$ cat config.mk
export PLATFORM = sky130hd
export DESIGN_NAME = icache_refill_bridge_flat
export DESIGN_NICKNAME = d
export VERILOG_FILES = /design/src/rtl/icache_refill_bridge_if.sv /design/src/rtl/icache_refill_bridge.sv /design/src/flat_wrapper.sv
export SDC_FILE = /design/constraint.sdc
export NUM_CORES = 1
export LEC_CHECK = 0
export CAP_MARGIN = 20
export CORE_UTILIZATION = 40
export CTS_BUF_LIST = sky130_fd_sc_hd__clkbuf_4
export CTS_CLUSTER_DIAMETER = 150
export DETAILED_ROUTE_END_ITERATION = 8
export PLACE_DENSITY = 0.83
export SKIP_CTS_REPAIR_TIMING = 1
export SLEW_MARGIN = 20
export SYNTH_ARGS = -nofsm -noshare
export SYNTH_HDL_FRONTEND = slang
export SYNTH_SLANG_ARGS = --single-unit
$ cat constraint.sdc
create_clock -name cpu_clk -period 3.9 [get_ports cpu_clk]
set_input_delay 0.78 -clock cpu_clk [delete_from_list [all_inputs] [get_ports cpu_clk]]
set_output_delay 0.78 -clock cpu_clk [all_outputs]
set_load 0.02 [all_outputs]
$ cat src/rtl/icache_refill_bridge_if.sv
// Bus bundle between the I-cache refill port, the refill bridge and the pipelined memory port.
// master = the bridge, slave = the cache/memory side that drives requests and responses.
interface icache_refill_bridge_if #(
    parameter int BLK_SIZE = 128
);
    logic                dev_rrdy;
    logic [3:0]          cpu_ren;
    logic [31:0]         cpu_raddr;
    logic                dev_rvalid;
    logic [BLK_SIZE-1:0] dev_rdata;
    logic                mem_req;
    logic [31:0]         mem_addr;
    logic                mem_gnt;
    logic                mem_rvalid;
    logic [31:0]         mem_rdata;

    modport master (
        output dev_rrdy, dev_rvalid, dev_rdata, mem_req, mem_addr,
        input  cpu_ren, cpu_raddr, mem_gnt, mem_rvalid, mem_rdata
    );

    modport slave (
        input  dev_rrdy, dev_rvalid, dev_rdata, mem_req, mem_addr,
        output cpu_ren, cpu_raddr, mem_gnt, mem_rvalid, mem_rdata
    );
endinterface

$ cat src/rtl/icache_refill_bridge.sv
// Turns one cache block read into BLK_WORDS pipelined word reads and returns the assembled line.
//
// state | meaning
// IDLE  | ready for a block read, dev_rrdy=1
// BURST | issuing word requests and collecting in-order responses
// RESP  | one-cycle dev_rvalid pulse, line held on dev_rdata
module icache_refill_bridge #(
    parameter int BLK_SIZE  = 128,
    parameter int BLK_WORDS = BLK_SIZE / 32
) (
    input  logic                   cpu_clk,
    input  logic                   cpu_rstn,
    icache_refill_bridge_if.master bus
);
    localparam int CNT_W = $clog2(BLK_WORDS) + 1;

    typedef enum logic [1:0] {IDLE, BURST, RESP} state_t;

    state_t              state_q, state_d;
    logic [31:0]         base_q, base_d;
    logic [CNT_W-1:0]    iss_cnt_q, iss_cnt_d;
    logic [CNT_W-1:0]    ret_cnt_q, ret_cnt_d;
    logic [BLK_SIZE-1:0] rdata_q, rdata_d;

    logic        req_act;
    logic        issue;
    logic        capture;
    logic [31:0] addr_off;

    assign req_act  = (state_q == BURST) && (iss_cnt_q < CNT_W'(BLK_WORDS));
    assign issue    = req_act && bus.mem_gnt;
    // A response is only owed for a word already granted, or for the one granted this very cycle.
    assign capture  = (state_q == BURST) && bus.mem_rvalid &&
                      ((ret_cnt_q < iss_cnt_q) || issue);
    assign addr_off = 32'({iss_cnt_q, 2'b00});

    always_ff @(posedge cpu_clk or negedge cpu_rstn) begin
        if (!cpu_rstn) begin
            state_q   <= IDLE;
            base_q    <= '0;
            iss_cnt_q <= '0;
            ret_cnt_q <= '0;
            rdata_q   <= '0;
        end else begin
            state_q   <= state_d;
            base_q    <= base_d;
            iss_cnt_q <= iss_cnt_d;
            ret_cnt_q <= ret_cnt_d;
            rdata_q   <= rdata_d;
        end
    end

    always_comb begin
        state_d   = state_q;
        base_d    = base_q;
        iss_cnt_d = iss_cnt_q;
        ret_cnt_d = ret_cnt_q;
        rdata_d   = rdata_q;
        case (state_q)
            IDLE: begin
                if (|bus.cpu_ren) begin
                    base_d    = {bus.cpu_raddr[31:4], 4'h0};
                    iss_cnt_d = '0;
                    ret_cnt_d = '0;
                    state_d   = BURST;
                end
            end
            BURST: begin
                if (issue) begin
                    iss_cnt_d = iss_cnt_q + 1'b1;
                end
                if (capture) begin
                    // Word 0 lands in the most significant slot.
                    for (int k = 0; k < BLK_WORDS; k++) begin
                        if (ret_cnt_q == CNT_W'(k)) begin
                            rdata_d[BLK_SIZE-1-32*k -: 32] = bus.mem_rdata;
                        end
                    end
                    ret_cnt_d = ret_cnt_q + 1'b1;
                    if (ret_cnt_q == CNT_W'(BLK_WORDS - 1)) begin
                        state_d = RESP;
                    end
                end
            end
            RESP: begin
                state_d = IDLE;
            end
            default: begin
                state_d = IDLE;
            end
        endcase
    end

    assign bus.dev_rrdy   = (state_q == IDLE);
    assign bus.dev_rvalid = (state_q == RESP);
    assign bus.dev_rdata  = rdata_q;
    assign bus.mem_req    = req_act;
    assign bus.mem_addr   = base_q + addr_off;
endmodule

$ cat src/flat_wrapper.sv
// flat-port wrapper written by rule: the top's interface ports become plain ports
module icache_refill_bridge_flat 
#(
    parameter int BLK_SIZE  = 128,
    parameter int BLK_WORDS = BLK_SIZE / 32
)
  (cpu_clk, cpu_rstn, bus_dev_rrdy, bus_dev_rvalid, bus_dev_rdata, bus_mem_req, bus_mem_addr, bus_cpu_ren, bus_cpu_raddr, bus_mem_gnt, bus_mem_rvalid, bus_mem_rdata);
  icache_refill_bridge_if #(.BLK_SIZE(BLK_SIZE)) bus_i ();
  input  logic cpu_clk;
  input  logic cpu_rstn;
  output wire logic [$bits(bus_i.dev_rrdy)-1:0] bus_dev_rrdy;
  output wire logic [$bits(bus_i.dev_rvalid)-1:0] bus_dev_rvalid;
  output wire logic [$bits(bus_i.dev_rdata)-1:0] bus_dev_rdata;
  output wire logic [$bits(bus_i.mem_req)-1:0] bus_mem_req;
  output wire logic [$bits(bus_i.mem_addr)-1:0] bus_mem_addr;
  input wire logic [$bits(bus_i.cpu_ren)-1:0] bus_cpu_ren;
  input wire logic [$bits(bus_i.cpu_raddr)-1:0] bus_cpu_raddr;
  input wire logic [$bits(bus_i.mem_gnt)-1:0] bus_mem_gnt;
  input wire logic [$bits(bus_i.mem_rvalid)-1:0] bus_mem_rvalid;
  input wire logic [$bits(bus_i.mem_rdata)-1:0] bus_mem_rdata;
  assign bus_dev_rrdy = bus_i.dev_rrdy;
  assign bus_dev_rvalid = bus_i.dev_rvalid;
  assign bus_dev_rdata = bus_i.dev_rdata;
  assign bus_mem_req = bus_i.mem_req;
  assign bus_mem_addr = bus_i.mem_addr;
  assign bus_i.cpu_ren = bus_cpu_ren;
  assign bus_i.cpu_raddr = bus_cpu_raddr;
  assign bus_i.mem_gnt = bus_mem_gnt;
  assign bus_i.mem_rvalid = bus_mem_rvalid;
  assign bus_i.mem_rdata = bus_mem_rdata;
  icache_refill_bridge #(.BLK_SIZE(BLK_SIZE), .BLK_WORDS(BLK_WORDS)) u_core (.cpu_clk(cpu_clk), .cpu_rstn(cpu_rstn), .bus(bus_i));
endmodule
* Yosys cells after proc, flatten, opt, wreduce, memory -nomap -nowiden
Index checks and enable logic that the tools add are counted.
** Operators by class
- Multiplexer cells :: 9
- $lt $le $gt $ge :: 2
- Reductions and logical operators :: 17
- $add $sub $neg :: 3
- Equal/unequal tests :: 9
** Operators by type and width (number)
- $add 32x5->32 :: 1
- $reduce_and 3->1 :: 7
- $pmux 3 s2 :: 2
- $mux 3 :: 3
- $add 3x1->3 const B :: 2
- $eq 3x2->1 const B :: 2
- $mux 2 :: 3
- $ne 2x1->1 const B :: 3
- $logic_and 1x1->1 :: 4
- $pmux 2 s2 :: 1
- $reduce_or 4->1 :: 1
- $eq 3x1->1 const B :: 1
- $logic_not 3->1 :: 1
- $lt 3x3->1 :: 1
- $lt 3x3->1 const B :: 1
- $eq 2x1->1 const B :: 1
- $eq 2x2->1 const B :: 1
- $logic_not 2->1 :: 1
- $ne 2x2->1 const B :: 1
- $reduce_and 2->1 :: 1
- $reduce_bool 2->1 :: 1
- $logic_or 1x1->1 :: 1
** Storage, ports and cells
- Input bits :: 72
- Output and inout port bits :: 163
- Register bits after elaboration :: 164
- Word-level logic and storage cells :: 48

* Longest topological paths before layout
- Word-level depth :: 7
- Depth in mapped cells :: 8
- Mapped depth without buffers :: 6

* Worst setup path after synthesis
Ideal clock, no wire load.
- Path kind :: register to output
- From :: register u_core.base_q[6]
- To :: output port bus_mem_addr[21]
- Slack :: 1.325 ns
- Path buffers :: 1
- Required time :: 3.120 ns
- Data arrival time :: 1.795 ns
- Cell stages (with the launch flop) :: 7
- Path through :: dfrtp_1 > and4_1 > and4_1 > buf_2 > nand4_1 > nor3_1 > xor2_1
** On the way
- Longest elaborated chain between the ends :: 1
** Ends and longest elaborated chain
- start: declaration :: RTL line icache_refill_bridge.sv:20 : logic [31:0] base_q, base_d;
- start signal: assignment :: RTL line icache_refill_bridge.sv:46 : base_q <= base_d;
- $add 32x5->32 :: RTL line icache_refill_bridge.sv:98 : assign bus.mem_addr = base_q + addr_off;
- end: declaration :: RTL line flat_wrapper.sv:15 : output wire logic [$bits(bus_i.mem_addr)-1:0] bus_mem_addr;
Every way passes these cells.

* Worst setup path after layout
- From :: register u_core.base_q[6]
- To :: output port bus_mem_addr[29]
The elaborated chain is that of the path after synthesis.

==> impl_metrics.prom <==
# TYPE chip_impl_metric gauge
chip_impl_metric{name="worst_ep_arrival_time",unit="ns"} 2.91
chip_impl_metric{name="share_comb_of_total_power",unit="%"} 53.3
chip_impl_metric{name="register_area",unit="sq mm"} 0.00410
chip_impl_info{name="cts_tree",value="done"} 1
chip_impl_metric{name="cts.sink_count",unit=""} 164
chip_impl_metric{name="wirelength",unit="um"} 17200
chip_impl_metric{name="final_slew_viol_count",unit=""} 0
chip_impl_metric{name="fp.dieW",unit="um"} 134
chip_impl_info{name="cts.root.buffer_cell",value="sky130_fd_sc_hd__clkbuf_4"} 1
chip_impl_metric{name="synth_sequential_area_ratio",unit="%"} 58.7
chip_impl_info{name="crit_path_start",value="u_core.base_q[6]"} 1
chip_impl_metric{name="power.share.clock",unit="%"} 11.8
chip_impl_metric{name="synth_top_area_share",unit="%"} 58.7
chip_impl_metric{name="floorplan.initialDensity",unit="%"} 41.6
chip_impl_metric{name="layout-drive-gt1-share",unit="%"} 23.2
chip_impl_metric{name="vias_after_detailed_routing",unit=""} 4921
chip_impl_metric{name="yosys_warnings",unit=""} 0
chip_impl_info{name="path_cells",value="and4_1 > and4_2 > nand4_1 > buf_4 > nor3_1 > xor2_1 > clkdlybuf4s50_1"} 1
chip_impl_metric{name="actual_transition_at_the_worst_max_transition_pin",unit="ns"} 0.895
chip_impl_info{name="criticalPathCategory",value="flip-flop to output pin"} 1
chip_impl_info{name="path_delay_family",value="simple AND/OR/NAND/NOR gates"} 1
chip_impl_metric{name="synthArstFlopShare",unit="%"} 100
chip_impl_metric{name="vias_per_cell",unit=""} 4.94
chip_impl_metric{name="r2r_slack",unit="ns"} 1.32
chip_impl_metric{name="cts_made_buffers",unit=""} 17
chip_impl_metric{name="placedInstanceArea",unit="sq mm"} 0.00953
chip_impl_info{name="hold_crit_class",value="input port to async pin"} 1
chip_impl_metric{name="cts-htree-levels",unit=""} 4
chip_impl_metric{name="synth-edff-count",unit=""} 0
chip_impl_metric{name="setup_total_neg_slack",unit="ns"} 0
chip_impl_info{name="synth.top_cells.by_area",value="sky130_fd_sc_hd__dfrtp_1, sky130_fd_sc_hd__mux2_2, sky130_fd_sc_hd__mux2_4"} 1
chip_impl_metric{name="final_design_area_no_fill",unit="sq mm"} 0.00987
chip_impl_metric{name="n_antenna_cell",unit=""} 0
chip_impl_metric{name="antenna_violating_nets_post_route",unit=""} 0
chip_impl_info{name="yosys.area.top_type",value="sky130_fd_sc_hd__dfrtp_1"} 1
chip_impl_metric{name="worstPathRequired",unit="ns"} 3.12
chip_impl_metric{name="place_hpwl",unit="um"} 12100
chip_impl_metric{name="die_height",unit="um"} 134
chip_impl_metric{name="pint",unit="mW"} 5.43
chip_impl_info{name="critPathCapture",value="bus_mem_addr[29]"} 1
chip_impl_metric{name="initialDrtViolationCount",unit=""} 165
chip_impl_metric{name="path_max_fanout",unit=""} 7
chip_impl_metric{name="postSynthCellCount",unit=""} 531
chip_impl_metric{name="gp_congestion",unit=""} 0.979
chip_impl_metric{name="p_switching",unit="mW"} 3.51
chip_impl_info{name="critical_path_end_type",value="output pin"} 1
chip_impl_metric{name="clk_pin_slew",unit="ns"} 0.16
chip_impl_metric{name="path_buf_inv",unit=""} 2
chip_impl_info{name="critPathLaunchType",value="flip-flop"} 1
chip_impl_metric{name="die-area",unit="sq mm"} 0.0180
chip_impl_metric{name="avg_inst_size_synth",unit="sq um"} 13.2
chip_impl_metric{name="power_density",unit="mW/mm^2"} 906
chip_impl_metric{name="finalSetupViolations",unit=""} 0
chip_impl_metric{name="relSlewSlack",unit="%"} 40.3
chip_impl_metric{name="drt_pre_antenna_iters",unit=""} 6
chip_impl_metric{name="antenna_found_initial",unit=""} 0
chip_impl_metric{name="power.static_leakage",unit="nW"} 4.35
chip_impl_metric{name="syn2layout_area_growth",unit="%"} 41.0
chip_impl_metric{name="critical_path_depth",unit=""} 7
chip_impl_info{name="worstReg2RegEnd",value="u_core.bus.dev_rdata[127]"} 1
chip_impl_metric{name="worst_path_largest_cell_delay",unit="ns"} 0.62
chip_impl_metric{name="final_util",unit="%"} 58.7
chip_impl_info{name="regToRegStartpoint",value="u_core.ret_cnt_q[2]"} 1
chip_impl_metric{name="synth.cell_area",unit="sq mm"} 0.00700
chip_impl_metric{name="pin_count_of_the_biggest_net_entering_global_routing",unit=""} 99
chip_impl_metric{name="clock_tree.buffer_depth",unit=""} 2
chip_impl_metric{name="first_pass_grt_wire_length",unit="um"} 27000
chip_impl_metric{name="core-area",unit="sq mm"} 0.0168
chip_impl_metric{name="fin_crit",unit="ns"} 3.69
chip_impl_metric{name="drcViolationCount",unit=""} 0
chip_impl_metric{name="all_layer_global_routing_usage",unit="%"} 19.5
chip_impl_metric{name="postSynthRegisterBits",unit=""} 164
chip_impl_metric{name="clock_insertion_delay_worst_skew",unit="ns"} 0.56
chip_impl_metric{name="clock_skews",unit="ns"} 0.0265
chip_impl_metric{name="rr_worst_depth",unit=""} 6
chip_impl_metric{name="maxCapViolations",unit=""} 0
chip_impl_info{name="cp_slowest_cell",value="sky130_fd_sc_hd__clkdlybuf4s50_1"} 1
chip_impl_metric{name="nFillCells",unit=""} 1382
chip_impl_metric{name="site_rows",unit=""} 47
chip_impl_metric{name="first_global_vias",unit=""} 5161
chip_impl_metric{name="wire_per_inst",unit="um"} 17.2
chip_impl_metric{name="io_pins",unit=""} 235
chip_impl_metric{name="switching_share",unit="%"} 39.2
chip_impl_metric{name="io_buffers",unit=""} 228
chip_impl_metric{name="num-nets-final",unit=""} 846
chip_impl_info{name="rsz0062_at_grt",value="false"} 1
chip_impl_metric{name="multiInputGateArea",unit="sq mm"} 0.00275
chip_impl_info{name="ys.flop_type",value="sky130_fd_sc_hd__dfrtp_1"} 1
chip_impl_metric{name="vdd.ir_drop.worst",unit="mV"} 0.532
chip_impl_metric{name="grt_overflow",unit=""} 0
chip_impl_metric{name="fin_crit_sh",unit="%"} 94.7
chip_impl_metric{name="hold_violations_final",unit=""} 0
chip_impl_metric{name="netlist-cell-type-count",unit=""} 35
chip_impl_metric{name="maxClockFrequency",unit="MHz"} 271
chip_impl_info{name="status",value="complete, no violations"} 1
chip_impl_metric{name="seqPwrFrac",unit="%"} 34.9
-- area by class of cell --
type	count	area share, %
Clock buffer	17	1.29
Multi-Input combinational cell	331	27.9
Sequential cell	164	41.6
Tap cell	220	2.79
Timing Repair Buffer	240	24.3
Inverter	10	0.380
Clock inverter	15	1.74
-- registers in the layout (all words and copies together), names as in the netlist --
register              flops
u_core.ret_cnt_q          3
u_core.bus.dev_rdata    128
u_core.iss_cnt_q          3
u_core.state_q            2
u_core.base_q            28
-- layer usage --
layer / GRT usage (%) / wire, um
met1: 22.9 / 6890
met2: 31.3 / 8040
met3: 9.71 / 2010
met4: 6.37 / 238
met5: 0 / 0
-- stage by stage --
| step | hold WS (ns) | worst slack, ns | power, mW | std cells |
|---|---|---|---|---|
| CTS | 0.299 | 0.0245 | 9.02 | 995 |
| finish | 0.315 | 0.205 | 8.94 | 997 |
| detailed placement | 0.482 | 0.671 | 7.94 | 963 |
| floorplan | 0.450 | 1.33 | 5.68 | 532 |
| global placement | 0.465 | 0.654 | 7.81 | 963 |
| global route | 0.338 | 0.0277 | 9.44 | 997 |
-- power groups by stage --
| stage | logic, mW | clock network, mW | registers, mW |
|---|---|---|---|
| after floorplan | 1.82 | 0 | 3.86 |
| after CTS | 4.82 | 1.09 | 3.11 |
| after detailed placement | 4.79 | 0 | 3.14 |
| after global placement | 4.72 | 0 | 3.09 |
| final | 4.77 | 1.05 | 3.12 |
| after global routing | 5.06 | 1.15 | 3.22 |
-- synthesized netlist by cell type (2+ instances only) --
master                       n
sky130_fd_sc_hd__and2_1      3
sky130_fd_sc_hd__and4_1      2
sky130_fd_sc_hd__buf_2      11
sky130_fd_sc_hd__buf_4       4
sky130_fd_sc_hd__buf_6       3
sky130_fd_sc_hd__clkbuf_1    9
sky130_fd_sc_hd__dfrtp_1   164
sky130_fd_sc_hd__ha_1       10
sky130_fd_sc_hd__inv_1      10
sky130_fd_sc_hd__mux2_1      4
sky130_fd_sc_hd__mux2_2     95
sky130_fd_sc_hd__mux2_4     30
sky130_fd_sc_hd__mux2i_1     2
sky130_fd_sc_hd__nand2_1    93
sky130_fd_sc_hd__nand2b_1    2
sky130_fd_sc_hd__nand3_1    12
sky130_fd_sc_hd__nand4_1     5
sky130_fd_sc_hd__nor2_1     16
sky130_fd_sc_hd__nor3_1      6
sky130_fd_sc_hd__nor3_2      3
sky130_fd_sc_hd__nor4_1      3
sky130_fd_sc_hd__o21ai_0     7
sky130_fd_sc_hd__xnor2_1    12
sky130_fd_sc_hd__xor2_1     14
-- logic make-up (layout without fill, tap and decap cells) --
| logic type | after synthesis | in the layout | share of synthesized area (%) |
|---|---|---|---|
| buffers and inverters | 37 | 282 | 2.72 |
| adders and majority gates | 10 | 10 | 1.79 |
| AOI/OAI and AO/OA | 11 | 11 | 0.912 |
| muxes | 131 | 131 | 22.7 |
| DFF | 164 | 164 | 58.7 |
| xor gates and xnor gates | 26 | 26 | 3.26 |
| and+or+nand+nor | 151 | 151 | 9.94 |
| other | 1 | 2 | 0.0536 |
-- cell usage in the layout, fill, tap and decap left out, types with 3 or more instances in the layout --
cell / count
sky130_fd_sc_hd__nand4_1: 5
sky130_fd_sc_hd__dfrtp_1: 164
sky130_fd_sc_hd__and2_1: 3
sky130_fd_sc_hd__inv_1: 10
sky130_fd_sc_hd__nor3_4: 3
sky130_fd_sc_hd__clkbuf_4: 17
sky130_fd_sc_hd__nor2_1: 16
sky130_fd_sc_hd__nand2_1: 93
sky130_fd_sc_hd__xor2_1: 14
sky130_fd_sc_hd__o21ai_0: 7
sky130_fd_sc_hd__xnor2_1: 12
sky130_fd_sc_hd__clkdlybuf4s50_1: 227
sky130_fd_sc_hd__nor3_1: 4
sky130_fd_sc_hd__mux2_1: 4
sky130_fd_sc_hd__inv_6: 5
sky130_fd_sc_hd__ha_1: 10
sky130_fd_sc_hd__mux2_4: 30
sky130_fd_sc_hd__nand3_1: 12
sky130_fd_sc_hd__buf_4: 10
sky130_fd_sc_hd__mux2_2: 95
-- how the worst min path moves through the flow --
stage,from,cells past startpoint,to
after floorplan,u_core.base_q[4],2,u_core.base_q[4]
after global placement,u_core.base_q[4],2,u_core.base_q[4]
after detailed placement,u_core.bus.dev_rdata[65],1,u_core.bus.dev_rdata[65]
after CTS,cpu_rstn,1,u_core.bus.dev_rdata[61]
after global routing,cpu_rstn,1,u_core.bus.dev_rdata[61]
final,cpu_rstn,1,u_core.bus.dev_rdata[61]
Power figures use the tool's default switching activity.
==> variant 1 (same settings) <==
`BLK_SIZE` is set to 128 in 3 places; all go to 64.
--- a/src/rtl/icache_refill_bridge_if.sv
+++ b/src/rtl/icache_refill_bridge_if.sv
@@ -1,7 +1,7 @@
 // Bus bundle between the I-cache refill port, the refill bridge and the pipelined memory port.
 // master = the bridge, slave = the cache/memory side that drives requests and responses.
 interface icache_refill_bridge_if #(
-    parameter int BLK_SIZE = 128
+    parameter int BLK_SIZE = 64
 );
     logic                dev_rrdy;
     logic [3:0]          cpu_ren;
--- a/src/rtl/icache_refill_bridge.sv
+++ b/src/rtl/icache_refill_bridge.sv
@@ -5,7 +5,7 @@
 // BURST | issuing word requests and collecting in-order responses
 // RESP  | one-cycle dev_rvalid pulse, line held on dev_rdata
 module icache_refill_bridge #(
-    parameter int BLK_SIZE  = 128,
+    parameter int BLK_SIZE  = 64,
     parameter int BLK_WORDS = BLK_SIZE / 32
 ) (
     input  logic                   cpu_clk,
--- a/src/flat_wrapper.sv
+++ b/src/flat_wrapper.sv
@@ -1,7 +1,7 @@
 // flat-port wrapper written by rule: the top's interface ports become plain ports
 module icache_refill_bridge_flat 
 #(
-    parameter int BLK_SIZE  = 128,
+    parameter int BLK_SIZE  = 64,
     parameter int BLK_WORDS = BLK_SIZE / 32
 )
   (cpu_clk, cpu_rstn, bus_dev_rrdy, bus_dev_rvalid, bus_dev_rdata, bus_mem_req, bus_mem_addr, bus_cpu_ren, bus_cpu_raddr, bus_mem_gnt, bus_mem_rvalid, bus_mem_rdata);
Ports: changed (resized bus_dev_rdata); port bits go from 235 to 171. The function was not compared with the original's and may differ.
==> variant 1 against the original RTL <==
  * Synthesized cell count decreased by 56%
  * Power is 40% lower
  * Synthesized area decreased by 41%
  * Clock power down 50%
  * Worst setup slack better by 0.97 ns
  * Sequential share of layout area fell by 0.76 points
  * Register-to-register slack improved by 0.36 ns
  * Wire length decreased by 49%
  * Sequential cell count is 66 lower
  * Cell area shrank 39%
  * Largest cell class unchanged
==> variant 1: results (changes against the original RTL) <==
reg2reg start: u_core.iss_cnt_q[1] (was u_core.ret_cnt_q[2])
drt total wl: 8760 µm (was 17200 µm)
status: finished clean (unchanged)
Post-Synth Adder-Cell Area: 0.914% (was 1.79%)
chip width: 103 µm (was 134 µm)
vias after detailed routing: 2580 (was 4921)
post-synthesis sequential area ratio: 59.7% (was 58.7%)
final worst slack: 1.18 ns (was 0.205 ns)
first-pass GRT wire length: 13400 µm (was 27000 µm)
fillers: 775 (was 1382)
DPL Wire Length: 6450 µm (was 12100 µm)
Max VDD drop: 0.395 mV (was 0.532 mV)
placed instance area: 5870 µm² (was 9530 µm²)
WHS: 0.389 ns (was 0.315 ns)
Worst Setup SP: u_core.state_q[1] (was u_core.base_q[6])
layout cells sized above 1: 29.2% (was 23.2%)
htree depth: 3 (was 4)
DRT iter0 DRCs: 34 (was 165)
largest net degree at the start of global routing: 65 (was 99)
Crit path arrival time: 1.94 ns (was 2.91 ns)
Placed Cells incl. Taps: 528 (was 963)
fin nets: 481 (was 846)
leakage: 2.72 nW (was 4.35 nW)
Slew HR: 47.5% (was 40.3%)
final core occ: 60.9% (was 58.7%)
PortBufs: 164 (was 228)
Final Max Slew Viols: 0 (unchanged)
post-synthesis mux area share: 31.4% (was 22.7%)
Synth top cells by count: dfrtp_1, mux2_4, mux2_2 (was dfrtp_1, mux2_2, nand2_1)
Skew-Pair Late Insertion Delay: 0.45 ns (was 0.56 ns)
Max Clock Skew: 0.0163 ns (was 0.0265 ns)
Max FO, Critical Path: 7 (unchanged)
number of global-route vias before repair: 2739 (was 5161)
Clock Root Buffer: clkbuf_4 (unchanged)
reg2reg setup slack: 1.68 ns (was 1.32 ns)
total global-route track usage: 16.8% (was 19.5%)
RePlAce Congestion: 0.711 (was 0.979)
Yosys cell types: 27 (was 35)
synth top area cells: dfrtp_1, mux2_4, mux2_2 (was dfrtp_1, mux2_2, mux2_4)
drt pass-1 iters: 4 (was 6)
Syn Inst Count: 236 (was 531)
CTS Buf Count: 9 (was 17)
Vias/cell: 4.74 (was 4.94)
Placement Setup Slack: 1.13 ns (was 0.671 ns)
max FFs per register: 64 (was 128)
asr flop ratio synth: 100% (unchanged)
Antenna Cells: 0 (unchanged)
Post-Synth XOR/XNOR Area: 0% (was 3.26%)
post-synthesis compound-gate area fraction: 2.35% (was 0.912%)
## variant 1: changes by cell type after synthesis, sizes merged, moves of 12 or more
cell and change:
dfrtp -66, mux2 -37, nand2 -93, nand3 -12
nor2 -14, xnor2 -12, xor2 -14
## variant 1: cell families after synthesis
group,Yosys count
buffers and inverters,17
multiplexers,95
flip-flops,98
AO/OA/AOI/OAI,9
AND/OR/NAND/NOR,13
other,1
adder cells (fa/ha/maj),3
## variant 1: worst paths after layout
path / cells past startpoint / to
max: 3 / bus_mem_req
min: 1 / u_core.bus.dev_rdata[53]
min reg2reg: 1 / u_core.bus.dev_rdata[33]
max in group asynchronous: 2 / u_core.bus.dev_rdata[10]
min in group cpu_clk: 1 / u_core.bus.dev_rdata[33]
max reg2reg: 6 / u_core.bus.dev_rdata[33]
## variant 1: critical path, stage by stage (launching register included)
cell             delay, ns
dfrtp_1               0.41
and2b_2               0.32
and2_1                0.15
clkdlybuf4s50_1       0.61
## variant 1: layout make-up
cell class | count | share of cell area (%)
Sequential cell | 98 | 40.8
Timing Repair Buffer | 169 | 28.1
Multi-Input combinational cell | 122 | 25.6
Tap cell | 133 | 2.77
Clock inverter | 7 | 1.15
Clock buffer | 9 | 1.13
Inverter | 6 | 0.375
## variant 1: power breakdown
part	leakage [nW]	total, mW	internal (mW)	switching (mW)
clock network	0.0737	0.528	0.195	0.333
registers	1.17	1.83	1.53	0.300
logic	1.48	3.03	1.72	1.31
total	2.72	5.39	3.44	1.95
## variant 1: routing by layer
metal	vias to the layer above	wire, µm	track usage (%)
met2	120	4190	28.4
li1	1170	-	-
met3	11	881	5.98
met5	-	0	0
met4	0	167	8.45
met1	1279	3530	18.9
==> variant 2 (same flow settings) <==
Without the edit above. Make the reset (`cpu_rstn`) synchronous in one clocked block.
--- a/src/rtl/icache_refill_bridge.sv
+++ b/src/rtl/icache_refill_bridge.sv
@@ -34,7 +34,7 @@
                       ((ret_cnt_q < iss_cnt_q) || issue);
     assign addr_off = 32'({iss_cnt_q, 2'b00});
 
-    always_ff @(posedge cpu_clk or negedge cpu_rstn) begin
+    always_ff @(posedge cpu_clk) begin
         if (!cpu_rstn) begin
             state_q   <= IDLE;
             base_q    <= '0;
Check against the original RTL: differs if cpu_rstn is asserted again (counterexample within 4 cycles, from zero or initial values and one cycle with cpu_rstn low); with cpu_rstn held inactive, the same outputs for 4 cycles.
==> variant 2 against the original RTL <==
  * Clock skew fell by 0.0055 ns
  * Sequential cell count did not move
  * Cell area fell by 1.6%
  * Wire length rose by 3.1%
  * Synthesized area fell by 1.1%
  * Worst setup slack got worse by 0.033 ns
Power is not compared: it rests on default switching activity, and its combinational part moved more than twofold at a synthesized area within 25%.
==> variant 2: results (changes against the original RTL) <==
Signal buffers: 236 (was 240)
post-synthesis compound-gate area fraction: 7.34% (was 0.912%)
ClkCell Share: 3.22% (was 3.03%)
metal1 wirelength: 7750 µm (was 6890 µm)
Crit path arrival time: 2.95 ns (was 2.91 ns)
met1 usage: 23.3% (was 22.9%)
clock transition at the registers of the reported paths: 0.14 ns (was 0.16 ns)
Synth top cells by count: dfxtp_1, nand2_1, nor2b_1 (was dfrtp_1, mux2_2, nand2_1)
RePlAce Congestion: 0.903 (was 0.979)
post-synthesis sequential area ratio: 47.4% (was 58.7%)
met2 WL post-DR: 8040 µm (about the same)
DRT iter0 DRCs: 191 (was 165)
Max Clock Skew: 0.0210 ns (was 0.0265 ns)
met3 Usage GRT: 8.75% (was 9.71%)
Design Area, Final: 9700 µm² (was 9870 µm²)
Post-Synth Adder-Cell Area: 1.81% (was 1.79%)
fillers: 1458 (was 1382)
largest net degree at the start of global routing: 100 (was 99)
post-synthesis mux area share: 14.0% (was 22.7%)
drt pass-1 iters: 4 (was 6)
Placement Setup Slack: 0.558 ns (was 0.671 ns)
comb_multi_in: 501 (was 331)
DPL Wire Length: 12200 µm (was 12100 µm)
Cell Count, Final, Fillers Out: 1160 (was 997)
status: finished clean (unchanged)
non-clock inverter count: 7 (was 10)
CLK BUF: 19 (was 17)
met2 usage: 32.5% (was 31.3%)
Placed Cells incl. Taps: 1128 (was 963)
Signal buf overhead: 24.5% (was 24.3%)
placed instance area: 9340 µm² (was 9530 µm²)
asr flop ratio synth: 0% (was 100%)
total power: 3.18 mW
number of global-route vias before repair: 5451 (was 5161)
Post-Synth XOR/XNOR Area: 3.42% (was 3.26%)
met3 wire len: 1650 µm (was 2010 µm)
register area: 3280 µm² (was 4100 µm²)
## variant 2: cell types whose count changed after synthesis, moves of 16 or more
cell / before / now
dfrtp_1: 164 / 0
dfxtp_1: 0 / 164
nor2b_1: 1 / 98
mux2_2: 95 / 0
mux2i_1: 2 / 97
a21boi_0: 0 / 30
mux2_4: 30 / 0
nand3_1: 12 / 41
o21ai_0: 7 / 34
clkbuf_1: 9 / 25
## variant 2: worst paths after layout
path,from,end,slack (ns),cells after the start
max,u_core.base_q[7],bus_mem_addr[20],0.17,5
min,u_core.bus.dev_rdata[25],u_core.bus.dev_rdata[25],0.47,2
max reg2reg,u_core.iss_cnt_q[1],u_core.bus.dev_rdata[5],1.58,7
min reg2reg,u_core.bus.dev_rdata[25],u_core.bus.dev_rdata[25],0.47,2
## variant 2: worst max-delay path, stage by stage (launching register included)
cell and delay (ns):
dfxtp_1 0.45, nand4_1 0.40, nor4_2 0.60, nand4_1 0.18, xnor2_1 0.16, clkdlybuf4s50_1 0.61
